[src/rtl/pwm_duty_decoder.sv]
// pwm_duty_decoder
// Measures period and high time of an asynchronous PWM line between
// consecutive rising edges and converts the ratio into a rounded duty
// step of 0..10 (10 % per step). It also flags a stuck line and
// measurement overruns, for generator loopback and external PWM sensors.
module pwm_duty_decoder #(
    parameter int CNT_W       = 16,
    parameter int TIMEOUT_CYC = 65535
) (
    input  logic             clk,
    input  logic             rst,
    input  logic             pwm_in,
    output logic [CNT_W-1:0] period,
    output logic [CNT_W-1:0] high_time,
    output logic [3:0]       duty_step,
    output logic             valid,
    output logic             stuck,
    output logic             overrun
);

    localparam int NUM_W = CNT_W + 5;
    localparam logic [CNT_W-1:0] CNT_ONE    = CNT_W'(1);
    localparam logic [CNT_W-1:0] TIMEOUT_SAT = CNT_W'(TIMEOUT_CYC);
    localparam logic [CNT_W-1:0] TIMEOUT_M1  = CNT_W'(TIMEOUT_CYC - 1);

    typedef enum logic [0:0] {
        ST_SEEK = 1'b0,
        ST_MEAS = 1'b1
    } state_t;

    // Numerator of the rounding division: 20*hi + per.
    function automatic logic [NUM_W-1:0] duty_numer(input logic [CNT_W-1:0] per,
                                                    input logic [CNT_W-1:0] hi);
        duty_numer = (NUM_W'(hi) << 4) + (NUM_W'(hi) << 2) + NUM_W'(per);
    endfunction

    // Denominator of the rounding division: 2*per.
    function automatic logic [NUM_W-1:0] duty_denom(input logic [CNT_W-1:0] per);
        duty_denom = NUM_W'({per, 1'b0});
    endfunction

    logic             s1_r;
    logic             s2_r;
    logic             s3_r;
    logic             rise_s;

    state_t           state_r;
    state_t           next_state_s;
    logic             timeout_s;
    logic             capture_s;
    logic             start_s;
    logic             ovr_hit_s;

    logic [CNT_W-1:0] per_cnt_r;
    logic [CNT_W-1:0] hi_cnt_r;
    logic [CNT_W-1:0] seek_cnt_r;

    logic             busy_r;
    logic [1:0]       iter_r;
    logic [NUM_W-1:0] rem_r;
    logic [NUM_W-1:0] den_r;
    logic [3:0]       quo_r;
    logic [CNT_W-1:0] cap_per_r;
    logic [CNT_W-1:0] cap_hi_r;

    logic [NUM_W-1:0] trial_s;
    logic             bit_s;
    logic [NUM_W-1:0] rem_next_s;
    logic [3:0]       quo_next_s;
    logic [3:0]       quo_clamp_s;
    logic             done_s;

    // Two-flop synchronizer plus one delay stage for edge detection.
    always_ff @(posedge clk) begin
        if (rst) begin
            s1_r <= 1'b0;
            s2_r <= 1'b0;
            s3_r <= 1'b0;
        end else begin
            s1_r <= pwm_in;
            s2_r <= s1_r;
            s3_r <= s2_r;
        end
    end

    assign rise_s = s2_r & ~s3_r;

    // Measurement FSM state register.
    always_ff @(posedge clk) begin
        if (rst) begin
            state_r <= ST_SEEK;
        end else begin
            state_r <= next_state_s;
        end
    end

    // Next state and timeout detection; a stuck line suppresses repeated SEEK timeouts.
    always_comb begin
        next_state_s = state_r;
        timeout_s    = 1'b0;
        case (state_r)
            ST_SEEK: begin
                if (rise_s) begin
                    next_state_s = ST_MEAS;
                end else if (!stuck && (seek_cnt_r >= TIMEOUT_M1)) begin
                    next_state_s = ST_SEEK;
                    timeout_s    = 1'b1;
                end else begin
                    next_state_s = ST_SEEK;
                end
            end
            ST_MEAS: begin
                if (rise_s) begin
                    next_state_s = ST_MEAS;
                end else if (per_cnt_r >= TIMEOUT_M1) begin
                    next_state_s = ST_SEEK;
                    timeout_s    = 1'b1;
                end else begin
                    next_state_s = ST_MEAS;
                end
            end
            default: begin
                next_state_s = ST_SEEK;
                timeout_s    = 1'b0;
            end
        endcase
    end

    assign capture_s = (state_r == ST_MEAS) & rise_s;
    assign start_s   = capture_s & ~busy_r;
    assign ovr_hit_s = capture_s & busy_r;

    // Period/high counters; the rise cycle itself counts as the first high cycle.
    always_ff @(posedge clk) begin
        if (rst) begin
            per_cnt_r <= '0;
            hi_cnt_r  <= '0;
        end else if (rise_s) begin
            per_cnt_r <= CNT_ONE;
            hi_cnt_r  <= CNT_ONE;
        end else if ((state_r == ST_MEAS) && !timeout_s) begin
            per_cnt_r <= (per_cnt_r < TIMEOUT_SAT) ? per_cnt_r + CNT_ONE : per_cnt_r;
            if (s2_r && (hi_cnt_r < TIMEOUT_SAT)) begin
                hi_cnt_r <= hi_cnt_r + CNT_ONE;
            end else begin
                hi_cnt_r <= hi_cnt_r;
            end
        end else begin
            per_cnt_r <= '0;
            hi_cnt_r  <= '0;
        end
    end

    // Cycles spent in SEEK without a rise, saturating at the timeout threshold.
    always_ff @(posedge clk) begin
        if (rst) begin
            seek_cnt_r <= '0;
        end else if ((state_r == ST_SEEK) && !rise_s) begin
            seek_cnt_r <= (seek_cnt_r < TIMEOUT_M1) ? seek_cnt_r + CNT_ONE : seek_cnt_r;
        end else begin
            seek_cnt_r <= '0;
        end
    end

    // One restoring step: try subtracting the denominator aligned to the current quotient bit.
    always_comb begin
        trial_s     = den_r << iter_r;
        bit_s       = (rem_r >= trial_s);
        rem_next_s  = rem_r;
        quo_next_s  = quo_r;
        if (bit_s) begin
            rem_next_s = rem_r - trial_s;
        end else begin
            rem_next_s = rem_r;
        end
        quo_next_s[iter_r] = bit_s;
        if (quo_next_s > 4'd10) begin
            quo_clamp_s = 4'd10;
        end else begin
            quo_clamp_s = quo_next_s;
        end
    end

    assign done_s = busy_r & (iter_r == 2'd0);

    // Divider sequencing: load on capture, four MSB-first iterations, then idle.
    always_ff @(posedge clk) begin
        if (rst) begin
            busy_r    <= 1'b0;
            iter_r    <= 2'd0;
            rem_r     <= '0;
            den_r     <= '0;
            quo_r     <= 4'd0;
            cap_per_r <= '0;
            cap_hi_r  <= '0;
        end else if (start_s) begin
            busy_r    <= 1'b1;
            iter_r    <= 2'd3;
            rem_r     <= duty_numer(per_cnt_r, hi_cnt_r);
            den_r     <= duty_denom(per_cnt_r);
            quo_r     <= 4'd0;
            cap_per_r <= per_cnt_r;
            cap_hi_r  <= hi_cnt_r;
        end else if (busy_r) begin
            rem_r  <= rem_next_s;
            quo_r  <= quo_next_s;
            iter_r <= iter_r - 2'd1;
            busy_r <= ~done_s;
        end else begin
            busy_r <= 1'b0;
        end
    end

    // Result registers; a timeout takes priority over a completing division.
    always_ff @(posedge clk) begin
        if (rst) begin
            period    <= '0;
            high_time <= '0;
            duty_step <= 4'd0;
            valid     <= 1'b0;
        end else if (timeout_s) begin
            period    <= '0;
            high_time <= '0;
            duty_step <= s2_r ? 4'd10 : 4'd0;
            valid     <= 1'b1;
        end else if (done_s) begin
            period    <= cap_per_r;
            high_time <= cap_hi_r;
            duty_step <= quo_clamp_s;
            valid     <= 1'b1;
        end else begin
            valid     <= 1'b0;
        end
    end

    // Stuck flag: set by a timeout, cleared by the next rising edge.
    always_ff @(posedge clk) begin
        if (rst) begin
            stuck <= 1'b0;
        end else if (timeout_s) begin
            stuck <= 1'b1;
        end else if (rise_s) begin
            stuck <= 1'b0;
        end else begin
            stuck <= stuck;
        end
    end

    // Sticky overrun: a period closed while the divider was still working.
    always_ff @(posedge clk) begin
        if (rst) begin
            overrun <= 1'b0;
        end else if (ovr_hit_s) begin
            overrun <= 1'b1;
        end else begin
            overrun <= overrun;
        end
    end

endmodule
[config.mk]
export PLATFORM = sky130hd
export DESIGN_NAME = pwm_duty_decoder
export DESIGN_NICKNAME = d
export VERILOG_FILES = /design/src/rtl/pwm_duty_decoder.sv
export SDC_FILE = /design/constraint.sdc
export NUM_CORES = 1
export LEC_CHECK = 0
export CAP_MARGIN = 25
export CORE_MARGIN = 1.5
export CORE_UTILIZATION = 40
export CTS_CLUSTER_DIAMETER = 80
export DETAILED_ROUTE_END_ITERATION = 10
export DONT_BUFFER_PORTS = 1
export GPL_TIMING_DRIVEN = 0
export MAX_ROUTING_LAYER = met4
export PLACE_DENSITY = 0.58
export SLEW_MARGIN = 20
export SYNTH_ARGS = -nofsm -noshare
export SYNTH_HDL_FRONTEND = slang
export SYNTH_SLANG_ARGS = --single-unit
[constraint.sdc]
create_clock -name clk -period 5.1 [get_ports clk]
set_clock_uncertainty 0.05 [all_clocks]
set_input_delay 0.51 -clock clk [delete_from_list [all_inputs] [get_ports clk]]
set_output_delay 0.51 -clock clk [all_outputs]
set_load 0.005 [all_outputs]
==> summary.txt <==
STA
  • Final-report setup violation count: 0
  • Slew Limit Fails: 0
  • Highest clock rate: 253 MHz
  • Post-route clock period utilization: 77.6%
  • Setup TNS: 0 ps
  • Transition time at the pin with the least slew margin: 866 ps
  • RSZ-0062 raised after global routing: false
  • Slew headroom: 42.3%
  • Final Hold Fails: 0
  • Crit path time final: 3960 ps

Synthesis
  • Top FF cell, synth: dfxtp_1
  • Ys async rst share: 0%
  • Yosys top cell area share: 35.7%
  • Mapped Area: 8360 um^2
  • Cells after synthesis: 1021
  • EDFF count, synth: 0
  • #FFs+latches synth: 149
  • Mapped Avg Cell Area: 8.19 um^2
  • Synth area leaders: dfxtp_1 (36%), nand2_1 (8.3%), ha_1 (7.3%)
  • Synth top cells by count: nand2_1 (186), dfxtp_1 (149), a21oi_1 (111), nor2_1 (97), ha_1 (49)
  • Area leader, netlist: dfxtp_1
  • Most frequent cell after synthesis: nand2_1
  • Syn Nets: 1086
  • Syn. warnings: 0
  • Sequential area share after synthesis: 35.7%
  • Netlist cell types: 67

Floorplanning
  • Die Wd: 148 um
  • Total core area: 20400 um^2
  • Initial core utilization: 41.1%
  • Die ar.: 21800 um^2
  • Die H: 148 um
  • IO Count: 42
  • Cell Rows: 52

Global route
  • All-Layer GR Usage: 22.5%
  • Initial antenna violation count: 0
  • First-pass GRT wire length: 37100 um
  • Largest net degree at the start of global routing: 17
  • Grt ovf: 0
  • Vias in the first global route: 6717

Clock network
  • Clock Path Buffers: 2
  • Post-CTS Setup Repair Bufs: 0
  • CTS tree: built
  • CTS Buf Count: 17
  • Clock insertion delay at the later pin of the skew report: 420 ps
  • H-tree Lvls: 4
  • Clk sinks: 149
  • Clk slew on worst S/H paths: 70 ps
  • Cts-stage hold buffer count: 0
  • Post_cts resized: 0
  • CTS root buffer: clkbuf_16

Drt
  • Via/cell ratio: 5.43
  • Antenna Nets Post-Route: 0
  • Vias after detailed routing: 7181
  • DR WL/cell: 17.8 um
  • Drt pass-1 iters: 5
  • Drt drc: 0
  • Final wirelength: 23500 um
  • 1st-iter DRT viols: 650

Worst hold path
  • Hold Path Sink: s1_r
  • Worst hold path cell count: 1
  • Hold Crit Class: input pin to flip-flop
  • Hold Startpoint: pwm_in

Power
  • Comb pwr share: 8.6%
  • Net Sw Power: 703 uW
  • Clock power share: 46.8%
  • Net Sw Frac: 26.5%
  • Seq pwr share: 44.6%
  • Power density over the cells: 286 nW/um^2
  • Pint: 1.95 mW
  • VDD IR max: 0.211 mV
  • Leakage: 3.50 nW

Worst setup path
  • Worst EP required: 5350 ps
  • CP Capture Type: flip-flop
  • RR Endpoint: rem_r[20]
  • Worst Setup Start Kind: flip-flop
  • Reg-to-reg startpoint: iter_r[0]
  • Worst-path fanout max: 10
  • CP max stage cell: clkbuf_1
  • Crit-path max cell delay: 470 ps
  • Kind of critical path: flip-flop to flip-flop
  • Crit path cell chain: clkbuf_1 > clkbuf_1 > mux2i_1 > a21oi_1 > inv_1 > ha_1 > and3_1 > nand3_1 > a21oi_1 > o21ai_0 > and3b_1 > o31ai_1 > mux2i_1 > o22ai_1
  • CP delay by family, top: compound AO/OA/AOI/OAI gates
  • Reg2Reg Depth: 14
  • Worst Path Buf+Inv: 3
  • WP data arrival: 4210 ps
  • Reg2reg setup slack: 1140 ps

Cells and area
  • Nets: 1105
  • Area added between synthesis and finish: 10.8%
  • Layout cell share with drive strength beyond 1: 7.03%
  • FF/Latch Area: 2980 um^2
  • Post-Layout Cell Count: 1322
  • N_diodes: 0
  • Multi-input logic area: 5050 um^2
  • # fillers: 2034

Placed design
  • Post-DP HPWL: 17500 um
  • Placed Cells: 1291
  • Placer congestion estimate: 0.900
  • Input/output buffers: 0

Run status
  • Status: complete, no violations

Job
  • Max-cap violations: 0
==> final cells by class <==
type                            instances  area share [%]
Clock inverter                         14            1.53
Multi-Input combinational cell        795            54.5
Sequential cell                       149            32.2
Buffer                                 49            2.43
Inverter                               28            1.13
Tap cell                              270            3.64
Clock buffer                           17            4.59
==> metrics by stage <==
stage          power, mW  setup WS (ps)  util (%)  hold WS [ps]  area [um^2]
6_report            2.65           1140      45.5           172         9270
5_1_grt             2.74            713      45.5           180         9270
4_1_cts             2.66           1110      45.5           167         9270
3_5_place_dp        1.43           1160      42.7           372         8700
3_3_place_gp        1.43           1130      42.7           369         8700
2_1_floorplan       1.38           1740         -           364         8360
==> cell families (layout without fill, tap and decap cells) <==
| group | after synthesis | count (layout) | synth area share (%) |
|---|---|---|---|
| fa+ha+maj | 62 | 62 | 10.4 |
| compound gates | 249 | 249 | 19.0 |
| mux | 21 | 21 | 3.04 |
| xor+xnor | 62 | 62 | 6.49 |
| buf+inv | 77 | 108 | 3.95 |
| flops | 149 | 149 | 35.7 |
| simple gates | 401 | 401 | 21.4 |
==> registers in the layout (all words and copies together) (netlist names), 2 cells and up <==
| signal | cells |
|---|---|
| seek_cnt_r | 16 |
| per_cnt_r | 16 |
| cap_per_r | 16 |
| cap_hi_r | 16 |
| high_time | 16 |
| iter_r | 2 |
| hi_cnt_r | 16 |
| duty_step | 4 |
| rem_r | 20 |
| period | 16 |
| quo_r | 3 |
==> routing by layer <==
metal / wire (um) / track usage (%) / part of all wire (%)
met4: 388 / 6.45 / 1.6
met3: 1260 / 4.07 / 5.3
met5: 0 / - / 0
met1: 11100 / 30.3 / 47
met2: 10800 / 34.5 / 46
==> worst reg2reg max path: cells and delay by family, from the launching register on <==
kind	cells	cell delay [ps]
buffers and inverters	3	840
AOI/OAI and AO/OA	5	1170
muxes	2	420
adders and majority gates	1	380
and+or+nand+nor	3	600
DFF	1	370
==> power by group through the flow <==
stage | Clock [mW] | Sequential, mW | Combinational (mW)
after floorplan | 0 | 1.20 | 0.179
final | 1.24 | 1.18 | 0.228
after global placement | 0 | 1.21 | 0.226
after global routing | 1.30 | 1.18 | 0.253
after detailed placement | 0 | 1.21 | 0.225
after CTS | 1.25 | 1.18 | 0.227
==> worst max path at each step <==
stage                    from  cells past startpoint        end
floorplan           iter_r[0]                     14  rem_r[10]
global placement    iter_r[0]                     14  rem_r[20]
detailed placement  iter_r[0]                     14  rem_r[20]
CTS                 iter_r[0]                     14  rem_r[20]
global route        iter_r[0]                     14  rem_r[19]
finish              iter_r[0]                     14  rem_r[20]
==> layout by cell type, fill, tap and decap left out, types with 22 or more instances in the layout <==
master	n
a21oi_1	111
nand2_1	186
nor2_1	97
xnor2_1	30
nor3_1	22
inv_1	27
clkbuf_1	36
ha_1	49
dfxtp_1	149
a211oi_1	23
xor2_1	32
o21ai_0	28
Note: power is estimated with default switching activity, not from simulation.
